--- src/rtl/booth_mul_hs.sv ---
// Radix-4 Booth multiplier with 4-phase request/acknowledge operand and result channels.
// One operation in flight; WIDTH/2+1 digit cycles per product, signed or unsigned per operation.
module booth_mul_hs #(
  parameter int unsigned WIDTH = 8
) (
  input  logic                 clk,
  input  logic                 rst_n,
  input  logic                 in_0r,
  output logic                 in_0a,
  input  logic [WIDTH-1:0]     x_0d,
  input  logic [WIDTH-1:0]     y_0d,
  input  logic                 sgn_0d,
  output logic                 z_0r,
  input  logic                 z_0a,
  output logic [2*WIDTH-1:0]   z_0d
);

  localparam int unsigned NDIG = WIDTH / 2 + 1;
  localparam int unsigned AW   = 2 * WIDTH + 4;
  localparam int unsigned YW   = WIDTH + 3;
  localparam int unsigned CW   = $clog2(NDIG + 1);

  if ((WIDTH % 2) != 0 || WIDTH < 4) begin : g_width_check
    $error("booth_mul_hs: WIDTH must be even and >= 4");
  end

  typedef enum logic [1:0] {IDLE, CALC, OUT_REQ, OUT_RTZ} state_e;

  state_e              state_q, state_d;
  logic                in_a_q, in_a_d;
  logic                z_r_q, z_r_d;
  logic [2*WIDTH-1:0]  z_q, z_d;
  logic [AW-1:0]       x_q, x_d;
  logic [YW-1:0]       y_q, y_d;
  logic [AW-1:0]       acc_q, acc_d;
  logic [CW-1:0]       cnt_q, cnt_d;
  logic [AW-1:0]       x_ext;
  logic [YW-1:0]       y_ext;
  logic [AW-1:0]       pp;
  logic [AW-1:0]       acc_sum;
  logic                capture;

  // Operands extended to WIDTH+2 bits; multiplier carries the implicit y[-1]=0 in its LSB.
  always_comb begin
    x_ext = {{(AW - WIDTH){sgn_0d & x_0d[WIDTH-1]}}, x_0d};
    y_ext = {{2{sgn_0d & y_0d[WIDTH-1]}}, y_0d, 1'b0};
  end

  // Booth digit select; x_q is pre-shifted so the partial product is already aligned.
  always_comb begin
    pp = '0;
    case (y_q[2:0])
      3'b001, 3'b010: pp = x_q;
      3'b011:         pp = x_q << 1;
      3'b100:         pp = -(x_q << 1);
      3'b101, 3'b110: pp = -x_q;
      default:        pp = '0;
    endcase
    acc_sum = acc_q + pp;
  end

  always_comb begin
    state_d = state_q;
    in_a_d  = in_a_q;
    z_r_d   = z_r_q;
    z_d     = z_q;
    x_d     = x_q;
    y_d     = y_q;
    acc_d   = acc_q;
    cnt_d   = cnt_q;
    capture = 1'b0;

    // Input acknowledge returns to zero independently of the FSM.
    if (!in_0r) in_a_d = 1'b0;

    case (state_q)
      IDLE: capture = in_0r & ~in_a_q;
      CALC: begin
        acc_d = acc_sum;
        x_d   = x_q << 2;
        y_d   = y_q >> 2;
        cnt_d = cnt_q + CW'(1);
        if (cnt_q == CW'(NDIG - 1)) begin
          z_d     = acc_sum[2*WIDTH-1:0];
          z_r_d   = 1'b1;
          state_d = OUT_REQ;
        end
      end
      OUT_REQ: begin
        if (z_0a) begin
          z_r_d   = 1'b0;
          state_d = OUT_RTZ;
        end
      end
      OUT_RTZ: begin
        if (!z_0a) begin
          state_d = IDLE;
          capture = in_0r & ~in_a_q;
        end
      end
      default: state_d = IDLE;
    endcase

    if (capture) begin
      x_d     = x_ext;
      y_d     = y_ext;
      acc_d   = '0;
      cnt_d   = '0;
      in_a_d  = 1'b1;
      state_d = CALC;
    end
  end

  always_ff @(posedge clk or negedge rst_n) begin
    if (!rst_n) begin
      state_q <= IDLE;
      in_a_q  <= 1'b0;
      z_r_q   <= 1'b0;
      z_q     <= '0;
      x_q     <= '0;
      y_q     <= '0;
      acc_q   <= '0;
      cnt_q   <= '0;
    end else begin
      state_q <= state_d;
      in_a_q  <= in_a_d;
      z_r_q   <= z_r_d;
      z_q     <= z_d;
      x_q     <= x_d;
      y_q     <= y_d;
      acc_q   <= acc_d;
      cnt_q   <= cnt_d;
    end
  end

  assign in_0a = in_a_q;
  assign z_0r  = z_r_q;
  assign z_0d  = z_q;

endmodule

--- config.mk ---
export PLATFORM = sky130hd
export DESIGN_NAME = booth_mul_hs
export DESIGN_NICKNAME = d
export VERILOG_FILES = /design/src/rtl/booth_mul_hs.sv
export SDC_FILE = /design/constraint.sdc
export NUM_CORES = 1
export LEC_CHECK = 0
export ABC_AREA = 0
export BUFFER_PORTS_ARGS = -buffer_cell sky130_fd_sc_hd__buf_2
export CAP_MARGIN = 0
export CORE_ASPECT_RATIO = 0.75
export CORE_MARGIN = 4
export CORE_UTILIZATION = 30
export DETAILED_ROUTE_END_ITERATION = 7
export PLACE_DENSITY = 0.48
export SLEW_MARGIN = 40
export SYNTH_ARGS = -nofsm -noshare
export SYNTH_HDL_FRONTEND = slang
export SYNTH_SLANG_ARGS = --single-unit
--- constraint.sdc ---
create_clock -name clk -period 4.45 [get_ports clk]
set_input_delay 1.335 -clock clk [delete_from_list [all_inputs] [get_ports clk]]
set_output_delay 1.335 -clock clk [all_outputs]
set_load 0.03 [all_outputs]
==> results of run 1 <==
[area by class of cell]
cell class	count	area, um^2	share of cell area (%)
sequential	65	1627	30.59
tap	200	250.2	4.706
clock inverter	6	90.09	1.694
multi-input combinational	414	2786	52.40
clock buffer	10	239.0	4.494
timing repair buffer	49	272.8	5.129
inverter	14	52.55	0.9882
[state kept, by name, indices dropped and copies added (netlist names)]
name and count:
acc_q 16, cnt_q 3, in_0a 1, state_q 2
x_q 16, y_q 10, z_0d 16, z_0r 1
[logic make-up (layout without fill, tap and decap cells)]
kind of cell	count (synthesis)	in the layout	share of synthesized area [%]
buf+inv	53	79	4.580
compound gates	147	147	20.33
mux	47	47	10.46
simple gates	166	166	16.75
flops	65	65	35.23
fa+ha+maj	24	24	6.667
xor+xnor	30	30	5.989
[Yosys cell counts (8+ instances only)]
| library cell | n | area (um^2) |
|---|---|---|
| mux2i_1 | 37 | 370.4 |
| o22ai_1 | 8 | 50.05 |
| o21a_1 | 8 | 60.06 |
| o21ai_0 | 43 | 215.2 |
| a21oi_1 | 33 | 165.2 |
| dfrtp_1 | 65 | 1627 |
| a211oi_1 | 8 | 60.06 |
| xnor2_1 | 17 | 148.9 |
| inv_1 | 13 | 48.80 |
| a21o_1 | 8 | 60.06 |
| mux2_2 | 10 | 112.6 |
| nor2_1 | 47 | 176.4 |
| nand2_1 | 69 | 259.0 |
| nand3_1 | 13 | 65.06 |
| xor2_1 | 12 | 105.1 |
| clkbuf_1 | 30 | 112.6 |
| ha_1 | 23 | 287.8 |
[path summary, 6_finish.rpt]
kind	endpoint	slack, ns	from	cells past startpoint
setup / recovery	acc_q[15]$_DFFE_PN0P_	0.52	x_q[1]$_DFFE_PN0P_	16
hold / removal	z_0d[11]$_DFFE_PN0P_	0.48	z_0d[11]$_DFFE_PN0P_	2
setup reg to reg	acc_q[15]$_DFFE_PN0P_	0.52	x_q[1]$_DFFE_PN0P_	16
hold reg to reg	z_0d[11]$_DFFE_PN0P_	0.48	z_0d[11]$_DFFE_PN0P_	2
max in group asynchronous	z_0d[7]$_DFFE_PN0P_	2.41	rst_n	2
min in group asynchronous	z_0d[1]$_DFFE_PN0P_	1.06	rst_n	1
[power breakdown]
| part | leakage [nW] | switching (mW) | total, mW | internal (mW) |
|---|---|---|---|---|
| clock | 0.159 | 0.279 | 0.787 | 0.508 |
| combinational | 1.38 | 1.67 | 2.83 | 1.16 |
| sequential | 0.804 | 0.319 | 1.17 | 0.855 |
[metal layers]
layer  track usage [%]  part of all wire [%]  up-vias
met3             3.909                   5.9        7
met4             3.080                  0.64        0
met5                 0                     0        -
met1             22.47                    51     1957
li1                  -                     -     1941
met2             21.63                    42       99
[per-stage QoR]
step	worst slack (ns)	util [%]	std cells	hold WS, ns	power, mW
after floorplan	0.9625	-	532	0.4843	3.317
after global placement	0.6652	33.70	742	0.4609	3.977
after detailed placement	0.5506	33.74	742	0.4676	4.005
after CTS	0.5221	35.96	758	0.4801	4.821
after global routing	0.1716	35.96	758	0.5056	5.233
final	0.5192	35.96	758	0.4777	4.794
[worst register-to-register path: cells and delay by family, from the launching register on]
kind / cells / cell delay [ns]
AO/OA/AOI/OAI: 7 / 1.57
XOR/XNOR: 1 / 0.11
adder cells (fa/ha/maj): 2 / 0.62
buffers and inverters: 1 / 0.12
flip-flops: 1 / 0.44
multiplexers: 1 / 0.19
AND/OR/NAND/NOR: 4 / 0.84
==> results.sh, run 1 <==
export IMPL_clock_skew_final_ns=0.008445
export IMPL_synth_seq_area_share_pct=35.23
export IMPL_vdd_drop_max_v=0.0003020
export IMPL_drt_vias_per_instance=5.282
export IMPL_die_area_mm2=0.01746
export IMPL_p_per_area_mw_per_mm2=901.5
export IMPL_status="finished clean"
export IMPL_synth_edf_count=0
export IMPL_max_freq_ghz=0.2544
export IMPL_post_route_min_period_ns=3.931
export IMPL_synth_seq_cells=65
export IMPL_clockRootBuffer="clkbuf_16"
export IMPL_post_cts_resized=0
export IMPL_overflow=0
export IMPL_grt_pass1_wl_um=20550
export IMPL_wl_per_cell_um=16.30
export IMPL_numCtsBuffers=9
export IMPL_crit_fanout=8
export IMPL_ios=39
export IMPL_finalWirelength_um=12360
export IMPL_die_h_um=115.4
export IMPL_clkTransAtPathRegs_ns=0.06
export IMPL_cts_tree="done"
export IMPL_fin_crit_sh_pct=88.33
export IMPL_first_pass_iters=6
export IMPL_drv_cap=0
export IMPL_final_common_cell="nand2_1"
export IMPL_worstPathCellList="inv_1 -> ha_1 -> nor3b_1 -> nand2_1 -> o21ai_0 -> xnor2_1 -> a221oi_1 -> a31oi_1 -> ha_1 -> a21oi_1 -> nor2b_1 -> o41a_1 -> a21o_1 -> and4_1 -> a21oi_1 -> mux2i_1"
export IMPL_fillers=1519
export IMPL_ys_warn_count=0
export IMPL_crit_arrival_ns=4.19
export IMPL_rows=38
export IMPL_cpPeakStageDelay_ns=0.44
export IMPL_ys_types=58
export IMPL_grt_max_degree=42
export IMPL_clk_path_buf_depth=2
export IMPL_post_cts_buffers=0
export IMPL_vias=4004
export IMPL_worst_pin_slew_ns=0.8133
export IMPL_cp_end_kind="flip-flop"
export IMPL_drt_iter0_drc=257
export IMPL_path_buf_inv=1
export IMPL_hold_viol=0
export IMPL_start_kind="flip-flop"
export IMPL_insertedDiodeCount=0
export IMPL_synth_fp_nets=577
export IMPL_synthCells=532
export IMPL_synth_async_reset_ratio_pct=100.0
export IMPL_start_util_pct=31.22
export IMPL_ys_flop_type="dfrtp_1"
export IMPL_cts_sinks=65
export IMPL_placed_area_mm2=0.004989
export IMPL_hold_buffers=0
export IMPL_avgSynthCellArea_um2=8.678
export IMPL_layout_drive_gt1_share_pct=14.70
export IMPL_core_area_mm2=0.01479
export IMPL_setup_viol=0
export IMPL_cp_required_ns=4.71
export IMPL_drc_errors=0
export IMPL_syn2layout_area_growth_pct=15.18
export IMPL_htreeDepth=3
export IMPL_place_gp_congestion=0.8503
export IMPL_stdcell_area_mm2=0.005318
export IMPL_crit_family="compound AO/OA/AOI/OAI gates"
export IMPL_grt_pass1_vias=3891
export IMPL_hold_class="flip-flop to flip-flop"
export IMPL_portBuffers=38
export IMPL_ant_nets=0
export IMPL_crit_type="flip-flop to flip-flop"
export IMPL_fin_setup_tns_ns=0
export IMPL_relSlewSlack_pct=45.78
export IMPL_rsz0062_at_grt="false"
export IMPL_antenna_found_initial=0
export IMPL_final_cell_mix="nand2_1 (69), dfrtp_1 (65), nor2_1 (47)"
export IMPL_dpl_hpwl_um=8953
export IMPL_nNetsFinal=598
export IMPL_syn_cell_area_mm2=0.004617
export IMPL_drv_slew=0
export IMPL_critPathSlowestCell="dfrtp_1"
export IMPL_track_usage_pct=14.96
export IMPL_p_leak_nw=2.345
export IMPL_clk_insertion_delay_late_ns=0.33
export IMPL_die_w_um=151.2
(Power assumes the default switching activity.)
==> run 2, diff against run 1 <==
- clock period: 4.45 -> 4.7 ns (I/O delays scaled with it)
==> results.sh, run 2 (synthesis results as in run 1) <==
export IMPL_stdcell_area_mm2=0.005328
export IMPL_ios=39
export IMPL_fin_crit_sh_pct=84.24
export IMPL_relSlewSlack_pct=46.01
export IMPL_post_cts_resized=0
export IMPL_dp_cells=740
export IMPL_crit_family="compound AO/OA/AOI/OAI gates"
export IMPL_vias=3881
export IMPL_post_cts_buffers=0
export IMPL_setup_viol=0
export IMPL_cp_depth=16
export IMPL_syn2layout_area_growth_pct=15.39
export IMPL_die_w_um=151.2
export IMPL_setup_worst_path_start="x_q[0]$_DFFE_PN0P_"
export IMPL_vdd_drop_max_v=0.0002681
export IMPL_status="finished clean"
export IMPL_clkTransAtPathRegs_ns=0.06
export IMPL_fin_setup_tns_ns=0
export IMPL_drv_slew=0
export IMPL_crit_arrival_ns=4.23
export IMPL_cp_required_ns=4.97
export IMPL_cp_endpoint="acc_q[15]$_DFFE_PN0P_"
export IMPL_p_per_area_mw_per_mm2=852.9
export IMPL_drt_vias_per_instance=5.134
export IMPL_grt_max_degree=66
export IMPL_wl_per_cell_um=16.22
export IMPL_place_gp_congestion=0.8722
export IMPL_ant_nets=0
export IMPL_final_common_cell="nand2_1"
export IMPL_antenna_found_initial=0
export IMPL_worst_pin_slew_ns=0.8098
export IMPL_drc_errors=0
export IMPL_start_kind="flip-flop"
export IMPL_placed_area_mm2=0.004990
export IMPL_htreeDepth=3
export IMPL_gr_usage_met1_pct=22.43
export IMPL_r2r_start="x_q[0]$_DFFE_PN0P_"
export IMPL_rr_endpoint="acc_q[15]$_DFFE_PN0P_"
export IMPL_insertedDiodeCount=0
export IMPL_final_cell_mix="nand2_1 (69), dfrtp_1 (64), nor2_1 (47)"
export IMPL_r2r_slack_ns=0.74
export IMPL_track_usage_pct=14.64
export IMPL_use_met3_pct=3.597
export IMPL_drt_iter0_drc=193
export IMPL_overflow=0
export IMPL_clk_insertion_delay_late_ns=0.34
export IMPL_grt_pass1_vias=3735
export IMPL_layout_drive_gt1_share_pct=14.75
export IMPL_cts_sinks=65
export IMPL_busiest_layer="met1"
export IMPL_reg2reg_depth=16
export IMPL_die_h_um=115.4
export IMPL_post_route_min_period_ns=3.959
export IMPL_hold_class="flip-flop to flip-flop"
export IMPL_p_leak_nw=2.338
export IMPL_critPathSlowestCell="dfrtp_1"
export IMPL_path_buf_inv=1
export IMPL_fillers=1510
export IMPL_clockRootBuffer="clkbuf_16"
export IMPL_die_area_mm2=0.01746
export IMPL_hold_viol=0
export IMPL_portBuffers=38
export IMPL_grt_pass1_wl_um=19890
export IMPL_rsz0062_at_grt="false"
export IMPL_worstPathCellList="inv_1 -> ha_1 -> nor3b_1 -> nand2_1 -> o21ai_0 -> xnor2_1 -> a221oi_1 -> a31oi_1 -> ha_1 -> a21oi_1 -> nor2b_1 -> o41a_1 -> a21o_1 -> and4_1 -> a21oi_1 -> mux2i_1"
export IMPL_hold_start="z_0d[7]$_DFFE_PN0P_"
export IMPL_design_power_total_mw=4.544
export IMPL_cts_tree="done"
export IMPL_hold_buffers=0
export IMPL_dpl_hpwl_um=8835
export IMPL_first_pass_iters=5
export IMPL_clk_path_buf_depth=2
export IMPL_rows=38
export IMPL_grtUsageMet2_pct=20.63
export IMPL_crit_type="flip-flop to flip-flop"
export IMPL_start_util_pct=31.22
export IMPL_clock_skew_final_ns=0.008553
export IMPL_finalWirelength_um=12260
export IMPL_cp_end_kind="flip-flop"
export IMPL_core_area_mm2=0.01479
export IMPL_nNetsFinal=596
export IMPL_max_freq_ghz=0.2526
export IMPL_cpPeakStageDelay_ns=0.45
export IMPL_crit_fanout=8
export IMPL_drv_cap=0
export IMPL_numCtsBuffers=9
export IMPL_final_instance_count_excl_fill=756
==> run 2: metal layers <==
metal	wire, um	vias up
li1	-	1933
met1	6403	1847
met2	4980	89
met3	761	12
met4	116	0
met5	0	-
==> run 2: where the power goes <==
group / internal (mW) / switching (mW)
sequential: 0.810 / 0.311
clock: 0.481 / 0.269
combinational: 1.09 / 1.58
total: 2.39 / 2.16
==> run 2: worst min path at each step <==
stage                     cells past startpoint                    end  slack, ns
final                                         2    z_0d[7]$_DFFE_PN0P_       0.48
after global routing                          2   z_0d[10]$_DFFE_PN0P_       0.51
after CTS                                     2   z_0d[10]$_DFFE_PN0P_       0.48
after detailed placement                      2   z_0d[14]$_DFFE_PN0P_       0.47
after global placement                        2   z_0d[10]$_DFFE_PN0P_       0.46
after floorplan                               2  acc_q[11]$_DFFE_PN0P_       0.48
==> run 2: through the flow <==
step | utilization, % | hold WS (ns) | worst slack (ns)
after global routing | 36.03 | 0.5084 | 0.3831
after floorplan | - | 0.4843 | 1.213
after CTS | 35.97 | 0.4821 | 0.7398
after detailed placement | 33.75 | 0.4695 | 0.7613
final | 36.03 | 0.4752 | 0.7409
after global placement | 33.69 | 0.4599 | 0.8440
==> run 2: worst min-delay path: stages (launching register included) <==
cell and delay (ns):
dfrtp_1 0.33, nand2_1 0.04, o21ai_0 0.06
==> run 2: area by class of cell <==
type                            count  area, um^2  share of cell area, %
Clock inverter                      6       90.09                  1.691
Tap cell                          200       250.2                  4.697
Timing Repair Buffer               47       274.0                  5.143
Inverter                           14       52.55                 0.9864
Sequential cell                    65        1628                  30.55
Clock buffer                       10       239.0                  4.486
Multi-Input combinational cell    414        2794                  52.44
==> run 3, diff against run 2 <==
- ABC_AREA: 0 -> 1
- PLACE_DENSITY: 0.48 -> 0.5
- clock period: 4.7 -> 3.4 ns (I/O delays scaled with it)
==> results.sh, run 3 <==
export IMPL_drc_errors=0
export IMPL_synth_top_family_by_area="simple AND/OR/NAND/NOR gates"
export IMPL_pwr_share_clk_pct=17.4
export IMPL_ys_types=45
export IMPL_drt_iter0_drc=261
export IMPL_layout_drive_gt1_share_pct=14.03
export IMPL_post_cts_buffers=0
export IMPL_start_kind="flip-flop"
export IMPL_hold_viol=0
export IMPL_grt_max_degree=34
export IMPL_place_gp_congestion=0.9225
export IMPL_track_usage_pct=14.71
export IMPL_numCtsBuffers=9
export IMPL_max_freq_ghz=0.3312
export IMPL_synthXorXnorAreaFrac_pct=3.521
export IMPL_dpl_hpwl_um=8658
export IMPL_yosys_area_share_simple_pct=26.15
export IMPL_drv_cap=0
export IMPL_hold_buffers=0
export IMPL_portBuffers=38
export IMPL_antenna_found_initial=0
export IMPL_synth_async_reset_ratio_pct=100.0
export IMPL_synthAdderAreaFrac_pct=7.278
export IMPL_setup_viol=0
export IMPL_worst_pin_slew_ns=0.7434
export IMPL_p_int_mw=2.977
export IMPL_fin_crit_sh_pct=88.80
export IMPL_ys_flop_type="dfrtp_1"
export IMPL_ios=39
export IMPL_clk_path_buf_depth=2
export IMPL_yosysMostFrequentCell="nand2_1"
export IMPL_ys_warn_count=0
export IMPL_synth_seq_area_share_pct=38.46
export IMPL_p_comb_share_pct=60.0
export IMPL_rows=37
export IMPL_crit_arrival_ns=3.24
export IMPL_holdWs_ns=0.4760
export IMPL_p_switching_mw=2.865
export IMPL_avgSynthCellArea_um2=7.579
export IMPL_die_h_um=110.8
export IMPL_status="finished clean"
export IMPL_switching_share_pct=49.04
export IMPL_worst_slack_ns=0.3808
export IMPL_crit_type="flip-flop to flip-flop"
export IMPL_post_cts_resized=0
export IMPL_nNetsFinal=646
export IMPL_synth_fp_nets=603
export IMPL_start_util_pct=30.76
export IMPL_rsz0062_at_grt="false"
export IMPL_cts_tree="done"
export IMPL_core_area_mm2=0.01375
export IMPL_clkTransAtPathRegs_ns=0.06
export IMPL_synth_largest_area_cell="dfrtp_1"
export IMPL_overflow=0
export IMPL_die_w_um=145.1
export IMPL_insertedDiodeCount=0
export IMPL_grt_pass1_wl_um=19660
export IMPL_cp_required_ns=3.62
export IMPL_grt_pass1_vias=4000
export IMPL_clk_insertion_delay_late_ns=0.33
export IMPL_p_seq_share_pct=22.6
export IMPL_fin_setup_tns_ns=0
export IMPL_clock_skew_final_ns=0.007047
export IMPL_cp_end_kind="flip-flop"
export IMPL_final_cell_mix="nand2_1 (161), dfrtp_1 (65), inv_1 (56)"
export IMPL_post_place_ws_ns=0.4455
export IMPL_synth_top_area_share_pct=38.46
export IMPL_clockRootBuffer="clkbuf_16"
export IMPL_syn_cell_area_mm2=0.004229
export IMPL_design_power_total_mw=5.842
export IMPL_vias=3906
export IMPL_hold_class="flip-flop to flip-flop"
export IMPL_post_route_min_period_ns=3.019
export IMPL_synth_compound_area_share_pct=17.01
export IMPL_vdd_drop_max_v=0.0003017
export IMPL_final_common_cell="nand2_1"
export IMPL_ant_nets=0
export IMPL_crit_fanout=6
export IMPL_synth_edf_count=0
export IMPL_p_leak_nw=2.476
export IMPL_synthTopCellsByArea="dfrtp_1 (38%), nand2_1 (14%), ha_1 (6.8%)"
export IMPL_htreeDepth=3
export IMPL_syn2layout_area_growth_pct=17.57
export IMPL_finalWirelength_um=11440
export IMPL_first_pass_iters=4
export IMPL_wl_per_cell_um=14.64
export IMPL_synthMuxAreaShare_pct=0
export IMPL_cts_sinks=65
export IMPL_synth_seq_cells=65
export IMPL_drt_vias_per_instance=5.001
export IMPL_synth_commonest_cells="nand2_1 (161), dfrtp_1 (65), inv_1 (56)"
export IMPL_p_per_area_mw_per_mm2=1175
export IMPL_die_area_mm2=0.01608
export IMPL_drv_slew=0
export IMPL_relSlewSlack_pct=50.39
export IMPL_synthCells=558
-- run 3: cell count changes after synthesis, sizes merged, moves of 12 or more --
| cell | previous run | this run |
|---|---|---|
| mux2i | 37 | 0 |
| xnor2 | 17 | 5 |
| a21oi | 33 | 20 |
| clkbuf | 30 | 2 |
| nand2 | 69 | 165 |
| nand3 | 13 | 36 |
| inv | 13 | 60 |
-- run 3: per-layer routing --
| metal | track usage [%] | up-vias | share of wire [%] |
|---|---|---|---|
| met5 | 0 | - | 0 |
| met4 | 4.238 | 0 | 1.5 |
| met3 | 2.942 | 15 | 3.7 |
| met2 | 22.69 | 85 | 44 |
| met1 | 20.93 | 1857 | 50 |
| li1 | - | 1949 | - |
-- run 3: stage by stage --
step,cell area [um^2],util [%],cells
floorplan,4229,-,558
global placement,4646,33.79,765
detailed placement,4646,33.79,765
CTS,4970,36.15,781
global route,4972,36.16,781
finish,4972,36.16,781
-- run 3: layout make-up --
class	instances	area [um^2]
inverter	62	232.7
clock buffer	14	264.0
timing repair buffer	49	287.8
clock inverter	2	60.06
sequential	65	1627
fill	1419	8777
tap	175	219.0
multi-input combinational	414	2282
-- run 3: critical path, cell delays in order (launching register included) --
cell	delay, ns
dfrtp_1	0.38
inv_2	0.10
ha_1	0.23
inv_1	0.12
nor2_4	0.14
nand2_2	0.07
nor2_2	0.12
nand3_1	0.12
xor2_1	0.17
clkinv_1	0.10
nand2_1	0.06
nand2_1	0.07
ha_1	0.39
nand2_1	0.14
nor2_1	0.22
nand3_1	0.18
nand2_1	0.11
nand2_1	0.06
nand3_1	0.08
nand2_1	0.06
-- run 3: cell families (layout without fill, tap and decap cells) --
| group | Yosys count | in the layout |
|---|---|---|
| adders and majority gates | 24 | 24 |
| DFF | 65 | 65 |
| and+or+nand+nor | 259 | 259 |
| buffers and inverters | 79 | 127 |
| AOI/OAI and AO/OA | 114 | 114 |
| xor gates and xnor gates | 17 | 17 |
-- run 3: path summary, 6_finish.rpt --
path / from / end / slack (ns) / cells past startpoint
max: x_q[1]$_DFFE_PN0P_ / z_0d[13]$_DFFE_PN0P_ / 0.38 / 19
min: z_0d[2]$_DFFE_PN0P_ / z_0d[2]$_DFFE_PN0P_ / 0.48 / 2
max reg2reg: x_q[1]$_DFFE_PN0P_ / z_0d[13]$_DFFE_PN0P_ / 0.38 / 19
min reg2reg: z_0d[2]$_DFFE_PN0P_ / z_0d[2]$_DFFE_PN0P_ / 0.48 / 2
max in group asynchronous: rst_n / x_q[12]$_DFFE_PN0P_ / 2.21 / 2
min in group asynchronous: rst_n / acc_q[0]$_DFFE_PN0P_ / 0.64 / 1
-- run 3: power groups by stage --
stage | Combinational [mW] | Clock, mW | Sequential, mW
after CTS | 3.51 | 1.04 | 1.32
after detailed placement | 3.49 | 0 | 1.33
after global routing | 3.96 | 1.07 | 1.37
after floorplan | 2.52 | 0 | 1.44
after global placement | 3.44 | 0 | 1.33
final | 3.50 | 1.02 | 1.32
